**src/rtl/imm_pkg.sv**
```systemverilog
// imm_pkg: MIPS opcode/funct constants and immediate-class encodings shared by the immediate generator
package imm_pkg;

    localparam logic [5:0] RTYPE = 6'h00;
    localparam logic [5:0] J     = 6'h02;
    localparam logic [5:0] JAL   = 6'h03;
    localparam logic [5:0] BEQ   = 6'h04;
    localparam logic [5:0] BNE   = 6'h05;
    localparam logic [5:0] BLEZ  = 6'h06;
    localparam logic [5:0] BGTZ  = 6'h07;
    localparam logic [5:0] ANDI  = 6'h0C;
    localparam logic [5:0] ORI   = 6'h0D;
    localparam logic [5:0] XORI  = 6'h0E;
    localparam logic [5:0] LUI   = 6'h0F;

    localparam logic [5:0] SLL = 6'h00;
    localparam logic [5:0] SRL = 6'h02;
    localparam logic [5:0] SRA = 6'h03;

    typedef enum logic [2:0] {
        KIND_NONE   = 3'd0,
        KIND_SEXT   = 3'd1,
        KIND_ZEXT   = 3'd2,
        KIND_LUI    = 3'd3,
        KIND_SHAMT  = 3'd4,
        KIND_BRANCH = 3'd5,
        KIND_JUMP   = 3'd6
    } imm_kind_e;

    function automatic logic is_shift_imm(input logic [5:0] funct);
        return funct == SLL || funct == SRL || funct == SRA;
    endfunction

endpackage

```
**src/rtl/imm_gen_pipe_if.sv**
```systemverilog
// imm_gen_pipe_if: valid/ready instruction input and immediate/target output bundle
interface imm_gen_pipe_if #(
    parameter int XLEN = 32
);

    logic            in_valid;
    logic            in_ready;
    logic [31:0]     in_instr;
    logic [XLEN-1:0] in_pc;
    logic            out_valid;
    logic            out_ready;
    logic [XLEN-1:0] out_imm;
    logic [2:0]      out_kind;
    logic [XLEN-1:0] out_target;

    modport master (
        output in_valid,
        input  in_ready,
        output in_instr,
        output in_pc,
        input  out_valid,
        output out_ready,
        input  out_imm,
        input  out_kind,
        input  out_target
    );

    modport slave (
        input  in_valid,
        output in_ready,
        input  in_instr,
        input  in_pc,
        output out_valid,
        input  out_ready,
        output out_imm,
        output out_kind,
        output out_target
    );

endinterface

```
**src/rtl/imm_decode.sv**
```systemverilog
// imm_decode: combinational MIPS immediate classification, extension and branch/jump target
module imm_decode
    import imm_pkg::*;
#(
    parameter int XLEN = 32
) (
    input  logic [31:0]     instr_i,
    input  logic [XLEN-1:0] pc_i,
    output logic [XLEN-1:0] imm_o,
    output logic [2:0]      kind_o,
    output logic [XLEN-1:0] target_o
);

    logic [5:0]      op;
    logic [5:0]      funct;
    logic [XLEN-1:0] sext16;
    logic [XLEN-1:0] zext16;
    logic [XLEN-1:0] lui_imm;
    logic [XLEN-1:0] shamt;
    logic [XLEN-1:0] pc4;
    logic [XLEN-1:0] br_off;
    logic [XLEN-1:0] jmp_tgt;

    assign op      = instr_i[31:26];
    assign funct   = instr_i[5:0];
    assign sext16  = XLEN'($signed(instr_i[15:0]));
    assign zext16  = XLEN'(instr_i[15:0]);
    assign lui_imm = XLEN'($signed({instr_i[15:0], 16'h0000}));
    assign shamt   = XLEN'(instr_i[10:6]);
    assign pc4     = pc_i + XLEN'(4);
    assign br_off  = sext16 << 2;
    assign jmp_tgt = {pc4[XLEN-1:28], instr_i[25:0], 2'b00};

    // classify the opcode; unlisted opcodes fall through to sign-extended imm16
    always_comb begin
        kind_o   = KIND_SEXT;
        imm_o    = sext16;
        target_o = '0;
        case (op)
            ANDI, ORI, XORI: begin
                kind_o = KIND_ZEXT;
                imm_o  = zext16;
            end
            LUI: begin
                kind_o = KIND_LUI;
                imm_o  = lui_imm;
            end
            BEQ, BNE, BLEZ, BGTZ: begin
                kind_o   = KIND_BRANCH;
                imm_o    = br_off;
                target_o = pc4 + br_off;
            end
            J, JAL: begin
                kind_o   = KIND_JUMP;
                imm_o    = jmp_tgt;
                target_o = jmp_tgt;
            end
            RTYPE: begin
                kind_o = is_shift_imm(funct) ? KIND_SHAMT : KIND_NONE;
                imm_o  = is_shift_imm(funct) ? shamt : '0;
            end
            default: ;
        endcase
    end

endmodule

```
**src/rtl/imm_gen_pipe.sv**
```systemverilog
// imm_gen_pipe: registered immediate/target generator with optional skid buffer and flush
module imm_gen_pipe
    import imm_pkg::*;
#(
    parameter int XLEN    = 32,
    parameter bit SKID_EN = 1'b1
) (
    input  logic          clk,
    input  logic          rst,
    input  logic          flush,
    imm_gen_pipe_if.slave bus
);

    logic [XLEN-1:0] dec_imm;
    logic [2:0]      dec_kind;
    logic [XLEN-1:0] dec_target;

    logic            out_valid_q;
    logic            out_valid_d;
    logic [XLEN-1:0] out_imm_q;
    logic [XLEN-1:0] out_imm_d;
    logic [2:0]      out_kind_q;
    logic [2:0]      out_kind_d;
    logic [XLEN-1:0] out_target_q;
    logic [XLEN-1:0] out_target_d;

    logic            skid_valid_q;
    logic            skid_valid_d;
    logic [XLEN-1:0] skid_imm_q;
    logic [XLEN-1:0] skid_imm_d;
    logic [2:0]      skid_kind_q;
    logic [2:0]      skid_kind_d;
    logic [XLEN-1:0] skid_target_q;
    logic [XLEN-1:0] skid_target_d;

    logic            in_ready_q;
    logic            in_ready;
    logic            in_fire;
    logic            out_free;

    imm_decode #(.XLEN(XLEN)) u_decode (
        .instr_i  (bus.in_instr),
        .pc_i     (bus.in_pc),
        .imm_o    (dec_imm),
        .kind_o   (dec_kind),
        .target_o (dec_target)
    );

    // the skid variant only ever stalls on a full skid, so its ready comes straight from a flop
    assign in_ready = SKID_EN ? in_ready_q : (bus.out_ready || !out_valid_q);
    assign in_fire  = bus.in_valid && in_ready && !flush;
    assign out_free = !out_valid_q || bus.out_ready;

    assign bus.in_ready   = in_ready;
    assign bus.out_valid  = out_valid_q;
    assign bus.out_imm    = out_imm_q;
    assign bus.out_kind   = out_kind_q;
    assign bus.out_target = out_target_q;

    // refill the output from the skid first, else from the decoder; park new entries in the skid while stalled
    always_comb begin
        out_valid_d   = out_valid_q;
        out_imm_d     = out_imm_q;
        out_kind_d    = out_kind_q;
        out_target_d  = out_target_q;
        skid_valid_d  = skid_valid_q;
        skid_imm_d    = skid_imm_q;
        skid_kind_d   = skid_kind_q;
        skid_target_d = skid_target_q;
        if (flush) begin
            out_valid_d  = 1'b0;
            skid_valid_d = 1'b0;
        end else if (out_free && skid_valid_q) begin
            out_valid_d   = 1'b1;
            out_imm_d     = skid_imm_q;
            out_kind_d    = skid_kind_q;
            out_target_d  = skid_target_q;
            skid_valid_d  = in_fire;
            skid_imm_d    = in_fire ? dec_imm : skid_imm_q;
            skid_kind_d   = in_fire ? dec_kind : skid_kind_q;
            skid_target_d = in_fire ? dec_target : skid_target_q;
        end else if (out_free) begin
            out_valid_d  = in_fire;
            out_imm_d    = in_fire ? dec_imm : out_imm_q;
            out_kind_d   = in_fire ? dec_kind : out_kind_q;
            out_target_d = in_fire ? dec_target : out_target_q;
        end else if (in_fire) begin
            skid_valid_d  = 1'b1;
            skid_imm_d    = dec_imm;
            skid_kind_d   = dec_kind;
            skid_target_d = dec_target;
        end
        if (!SKID_EN) skid_valid_d = 1'b0;
    end

    // state registers; reset clears validity and zeroes the visible data
    always_ff @(posedge clk) begin
        if (rst) begin
            out_valid_q   <= 1'b0;
            out_imm_q     <= '0;
            out_kind_q    <= KIND_NONE;
            out_target_q  <= '0;
            skid_valid_q  <= 1'b0;
            skid_imm_q    <= '0;
            skid_kind_q   <= KIND_NONE;
            skid_target_q <= '0;
            in_ready_q    <= 1'b1;
        end else begin
            out_valid_q   <= out_valid_d;
            out_imm_q     <= out_imm_d;
            out_kind_q    <= out_kind_d;
            out_target_q  <= out_target_d;
            skid_valid_q  <= skid_valid_d;
            skid_imm_q    <= skid_imm_d;
            skid_kind_q   <= skid_kind_d;
            skid_target_q <= skid_target_d;
            in_ready_q    <= !skid_valid_d;
        end
    end

endmodule

```
**src/flat_wrapper.sv**
```systemverilog
// flat-port wrapper written by rule: the top's interface ports become plain ports
module imm_gen_pipe_flat import imm_pkg::*;
#(
    parameter int XLEN    = 32,
    parameter bit SKID_EN = 1'b1
)
  (clk, rst, flush, bus_in_valid, bus_in_ready, bus_in_instr, bus_in_pc, bus_out_valid, bus_out_ready, bus_out_imm, bus_out_kind, bus_out_target);
  imm_gen_pipe_if #(.XLEN(XLEN)) bus_i ();
  input  logic clk;
  input  logic rst;
  input  logic flush;
  input wire logic [$bits(bus_i.in_valid)-1:0] bus_in_valid;
  output wire logic [$bits(bus_i.in_ready)-1:0] bus_in_ready;
  input wire logic [$bits(bus_i.in_instr)-1:0] bus_in_instr;
  input wire logic [$bits(bus_i.in_pc)-1:0] bus_in_pc;
  output wire logic [$bits(bus_i.out_valid)-1:0] bus_out_valid;
  input wire logic [$bits(bus_i.out_ready)-1:0] bus_out_ready;
  output wire logic [$bits(bus_i.out_imm)-1:0] bus_out_imm;
  output wire logic [$bits(bus_i.out_kind)-1:0] bus_out_kind;
  output wire logic [$bits(bus_i.out_target)-1:0] bus_out_target;
  assign bus_i.in_valid = bus_in_valid;
  assign bus_in_ready = bus_i.in_ready;
  assign bus_i.in_instr = bus_in_instr;
  assign bus_i.in_pc = bus_in_pc;
  assign bus_out_valid = bus_i.out_valid;
  assign bus_i.out_ready = bus_out_ready;
  assign bus_out_imm = bus_i.out_imm;
  assign bus_out_kind = bus_i.out_kind;
  assign bus_out_target = bus_i.out_target;
  imm_gen_pipe #(.XLEN(XLEN), .SKID_EN(SKID_EN)) u_core (.clk(clk), .rst(rst), .flush(flush), .bus(bus_i));
endmodule
```
**config.mk**
```make
export PLATFORM = sky130hd
export DESIGN_NAME = imm_gen_pipe_flat
export DESIGN_NICKNAME = d
export VERILOG_FILES = /design/src/rtl/imm_pkg.sv /design/src/rtl/imm_gen_pipe_if.sv /design/src/rtl/imm_decode.sv /design/src/rtl/imm_gen_pipe.sv /design/src/flat_wrapper.sv
export SDC_FILE = /design/constraint.sdc
export NUM_CORES = 1
export LEC_CHECK = 0
export ABC_AREA = 1
export BUFFER_PORTS_ARGS = -buffer_cell sky130_fd_sc_hd__buf_2
export CAP_MARGIN = 20
export CORE_ASPECT_RATIO = 1.4
export CORE_MARGIN = 3
export CORE_UTILIZATION = 33
export DETAILED_ROUTE_END_ITERATION = 7
export HOLD_SLACK_MARGIN = 0.08
export SLEW_MARGIN = 20
export SYNTH_ARGS = -nofsm -noshare
export SYNTH_HDL_FRONTEND = slang
export SYNTH_SLANG_ARGS = --single-unit
```
**constraint.sdc**
```tcl
create_clock -name clk -period 3.6 [get_ports clk]
set_clock_uncertainty 0.15 [all_clocks]
set_input_delay 0.54 -clock clk [delete_from_list [all_inputs] [get_ports clk]]
set_output_delay 0.54 -clock clk [all_outputs]
set_load 0.02 [all_outputs]
```
== Word-level counts from Yosys, hierarchy flattened ==
Cells that the tools add are included.
Operators by class
  add/subtract/negate cells: 2
  eq/ne operators: 13
  mux-type cells: 29
  bitwise gates (word level): 1
  reduce and logical (&&, ||, !) cells: 19
Operator list (count)
  32-bit 2-to-1 mux: 12
  32-bit one-hot mux with 5 select lines: 1
  32-bit one-hot mux with 2 select lines: 1
  32-bit by 3-bit adder with 32-bit output (second input constant): 1
  32-bit adder: 1
  6-bit by 2-bit == test with 1-bit output (second input constant): 4
  6-bit by 3-bit == test with 1-bit output (second input constant): 4
  6-bit by 4-bit == test with 1-bit output (second input constant): 4
  3-bit 2-to-1 mux: 7
  3-bit one-hot mux with 5 select lines: 1
  6-bit zero test: 2
  1-bit 2-to-1 mux: 6
  5-bit 2-to-1 mux: 1
  2-bit nonzero test: 2
  2-bit OR reduction: 2
  4-bit OR reduction: 1
  1-bit logical AND: 3
  1-bit zero test: 3
  1-bit logical OR: 3
  3-bit AND reduction: 1
  3-bit OR reduction: 1
  2-bit != test (second input constant): 1
  2-bit AND reduction: 1
  1-bit inverter: 1
Storage, ports and cells
  bits in registers: 137
  input bits: 69
  output and inout port bits: 69
  word-level logic and storage cells: 73

== Logic depth before layout (Yosys ltp) ==
  word-level depth: 8
  depth in mapped cells: 26

== By module ==
Synthesis repeated with hierarchy kept, for this count alone.
Second synthesis, totals
  cells, all modules: 1795
  area, all modules: 10367.4 um^2
By module, submodules not included
  imm_gen_pipe: instances 1, cells an instance 1033, area an instance 6591.3 um^2
  imm_decode: instances 1, cells an instance 762, area an instance 3776.1 um^2

== Least setup slack after synthesis ==
No wires, ideal clock.
  kind: input to register
  start: in bus_in_pc[2]
  end: reg u_core.skid_target_q[31]
  setup time: 0.115 ns
  data arrival time: 2.826 ns
  slack: 0.509 ns
  cell stages on the path: 21
  path buffers: 0
  path through: ha_1 > nand2_1 > inv_1 > nand3_1 > nor2_2 > nand3_1 > nor2_1 > xnor2_1 > inv_1 > ha_1 > nand2_1 > nor2_1 > and2_1 > and3_1 > nand2_1 > nand2_1 > nand2_1 > nand3_1 > nand3_1 > o211ai_1 > inv_2
Between the ends
  cells in the longest elaborated chain, start to end: 6
RTL lines
  from (decl): line flat_wrapper.sv:15  | input wire logic [$bits(bus_i.in_pc)-1:0] bus_in_pc;
  32-bit by 3-bit adder with 32-bit output *: line imm_decode.sv:30  | assign pc4 = pc_i + XLEN'(4);
  32-bit adder: line imm_decode.sv:51  | target_o = pc4 + br_off;
  32-bit one-hot mux with 2 select lines *: line imm_decode.sv:39  | case (op)
  32-bit 2-to-1 mux *: line imm_gen_pipe.sv:81, imm_gen_pipe.sv:87
  32-bit 2-to-1 mux: line imm_gen_pipe.sv:82  | end else if (out_free) begin
  32-bit 2-to-1 mux *: line imm_gen_pipe.sv:73  | end else if (out_free && skid_valid_q) begin
  to (signal assigned): line imm_gen_pipe.sv:116  | skid_target_q <= skid_target_d;
  to (decl): line imm_gen_pipe.sv:33  | logic [XLEN-1:0] skid_target_q;
Mark *: on every way between the ends. The rest lies on a longest branch, timed or not. The select of a mux whose other input is x is not followed.
A chain may end at the register's enable or synchronous reset.

== Final worst setup path ==
  start: in bus_in_pc[2]
  end: reg u_core.out_target_q[21] (netlist: u_core.bus.out_target[21])
Between the ends
  cells in the longest elaborated chain, start to end: 6
RTL lines
  32-bit by 3-bit adder with 32-bit output: line imm_decode.sv:30
  32-bit adder: line imm_decode.sv:51
  32-bit one-hot mux with 2 select lines: line imm_decode.sv:39
  32-bit 2-to-1 mux: line imm_gen_pipe.sv:86  | out_target_d = in_fire ? dec_target : out_target_q;
  32-bit 2-to-1 mux: line imm_gen_pipe.sv:82
  32-bit 2-to-1 mux: line imm_gen_pipe.sv:73
  to (signal assigned): line imm_gen_pipe.sv:112  | out_target_q <= out_target_d;
  to (decl): line imm_gen_pipe.sv:24  | logic [XLEN-1:0] out_target_q;
No other way between the ends. The select of a mux whose other input is x is not followed.

==> flow_summary.toml <==
[clocking]
cts_num_sinks = 137
cts_hold_buf = 0
cts-root-buf = "clkbuf_16"
clock_latency_ns = 0.45
cts_max_level = 4
cts_tree = "built"
clk_pin_slew_worst_paths_ns = 0.06
numCtsBuffers = 17
clock_path_buffers = 2
cts_resized = 0
postCtsSetupBuffers = 0

[logic_synthesis]
yosys.area.top_type_share_pct = 29.4
yosysSeqAreaShare_pct = 29.4
yosysMostFrequentCell = "nand2_1"
synth.area.top_cells = "dfxtp_1 (29%), nand2_1 (12%), inv_1 (8.7%), nor2_1 (6.5%), o21ai_0 (6.3%)"
async_reset_ff_share_pct = 0
yosys_most_used_dff = "dfxtp_1"
yosys_warnings = 0
synth_commonest_cells = "nand2_1 (308), inv_1 (216), nor2_1 (162), dfxtp_1 (137), o21ai_0 (117)"
synth_edf_count = 0
synth_seq_cells = 137
synth_cell_type_count = 49
synthCells = 1469
netlist_area_mm2 = 0.00933
syn_avg_cell_area_um2 = 6.35
synth_fp_nets = 1574
synth_top_cell_by_area = "dfxtp_1"

[sta]
relSlewSlack_pct = 39.0
final-setup-viol-count = 0
slew_violations = 0
fin_setup_tns_ns = 0
layout_worst_path_cycle_share_pct = 88.8
worst_pin_slew_ns = 0.914
rsz0062_at_grt = "false"
min_period_ns = 3.20
hold_viol_final = 0
timing.fmax_mhz = 313

[placement]
globalplace.congestion = 0.953
dp_cells = 1951
io_buffers = 137
hpwl_um = 26200

[power]
vdd_drop_max_mv = 0.343
finalPower_mw = 4.22
p_leak_nw = 5.80
power.density_mw_per_mm2 = 381

[detailed_routing]
drtPass1Iterations = 5
num_vias = 9990
wl_per_cell_um = 17.1
remaining_drc_errors = 0
antenna_left = 0
drt-initial-drc-count = 687
via_per_inst = 5.04
finalWirelength_um = 34000

[finish]
nets = 1705
fillers = 3061
area_delta_synth_final_pct = 18.8
layout.cells.non_filler = 1983
antenna_cells = 0
drive_above_1_share_pct = 16.6

[critical_path]
cp.arrival_ns = 3.35
cp-end-kind = "register"
setup.worst_path.start_class = "input port"
worst-setup-path-type = "input port to register"
cp_max_fo = 5
crit_required_ns = 3.75

[global_route]
globalRouteMet3Util_pct = 3.16
grt_util_met1_pct = 25.5
track_usage_pct = 22.3
grt_pass1_vias = 9553
antenna_found_initial = 0
top_usage_layer = "met2"
grt_pass1_wl_um = 52600
gr-total-overflow = 0
grt_util_met2_pct = 40.6
grt_max_degree = 91

[worst_hold_path]
hp-class = "input port to register"

[run]
drv_cap = 0

[floorplan]
io_pins = 138
die-width_um = 148
dieArea_mm2 = 0.0304
start_util_pct = 33.6
core-area_mm2 = 0.0277
die_y_um = 205
rows = 72

[outcome]
status = "completed"
-- through the flow --
step,hold slack [ns],worst slack [ns],area [um^2],util [%]
after global routing,0.264,0.0283,11100,40.0
after global placement,0.304,0.0107,10500,37.8
after floorplan,0.309,0.509,9330,-
final,0.224,0.403,11100,40.0
after CTS,0.204,0.452,11100,40.0
after detailed placement,0.305,-0.00632,10500,37.8
-- placed cells by master, fill, tap and decap left out, drive strengths merged, types with 13 or more instances in the layout --
cell,instances
a21oi,116
nor3,19
nand3,96
nand2,310
dfxtp,137
xor2,13
nor2,175
nand4,17
buf,178
inv,229
ha,35
o22ai,43
clkbuf,19
o211ai,35
o21ai,140
-- final timing paths --
check | slack [ns] | cells after the start | start | to
setup / recovery | 0.40 | 20 | bus_in_pc[2] | u_core.bus.out_target[21]
setup reg to reg | 1.20 | 9 | u_core.bus.out_valid | u_core.bus.out_kind[1]
hold reg to reg | 0.31 | 2 | u_core.bus.out_target[13] | u_core.bus.out_target[13]
hold / removal | 0.22 | 3 | flush | u_core.bus.in_ready
-- final cells by class --
class / instances / area, um^2 / area share [%]
Inverter: 228 / 857 / 7.73
Clock buffer: 19 / 443 / 3.99
Tap cell: 370 / 463 / 4.17
Timing Repair Buffer: 178 / 1010 / 9.07
Sequential cell: 137 / 2740 / 24.7
Multi-Input combinational cell: 1038 / 5410 / 48.8
Clock inverter: 13 / 169 / 1.52
-- critical path: stages --
cell and delay, ns:
buf_2 0.10, ha_1 0.16, nand2_1 0.07, inv_1 0.07
nand3_1 0.15, nor3b_1 0.31, xnor2_1 0.16, inv_1 0.10
ha_1 0.37, nand2_1 0.14, nor2_1 0.21, inv_1 0.08
nor2_1 0.18, nand4_1 0.14, nand3_1 0.11, nand2_1 0.05
nand3_1 0.16, nand3_1 0.10, nand2_1 0.10, a21oi_1 0.06
-- flip-flops by register name, indices dropped and copies added (netlist names) --
register,cells
u_core.skid_valid_q,1
u_core.bus.out_target,32
u_core.skid_kind_q,3
u_core.bus.in_ready,1
u_core.skid_imm_q,32
u_core.bus.out_valid,1
u_core.bus.out_imm,32
u_core.bus.out_kind,3
u_core.skid_target_q,32
-- power breakdown --
| group | switching [mW] | internal (mW) |
|---|---|---|
| clock network | 0.727 | 1.11 |
| registers | 0.0183 | 1.55 |
| logic | 0.543 | 0.270 |
| total | 1.29 | 2.93 |
-- cell families after synthesis --
| group | Yosys count | synth area share [%] |
|---|---|---|
| buffers and inverters | 294 | 12.7 |
| AND/OR/NAND/NOR | 632 | 29.7 |
| adder cells (fa/ha/maj) | 36 | 4.91 |
| AO/OA/AOI/OAI | 347 | 21.2 |
| flip-flops | 137 | 29.4 |
| XOR/XNOR | 23 | 2.16 |
-- metal layers --
layer / vias up / wire, um
met3: 77 / 1420
li1: 5053 / -
met4: 0 / 1570
met1: 4573 / 13500
met5: - / 0
met2: 287 / 17500
Power figures use the tool's default switching activity.
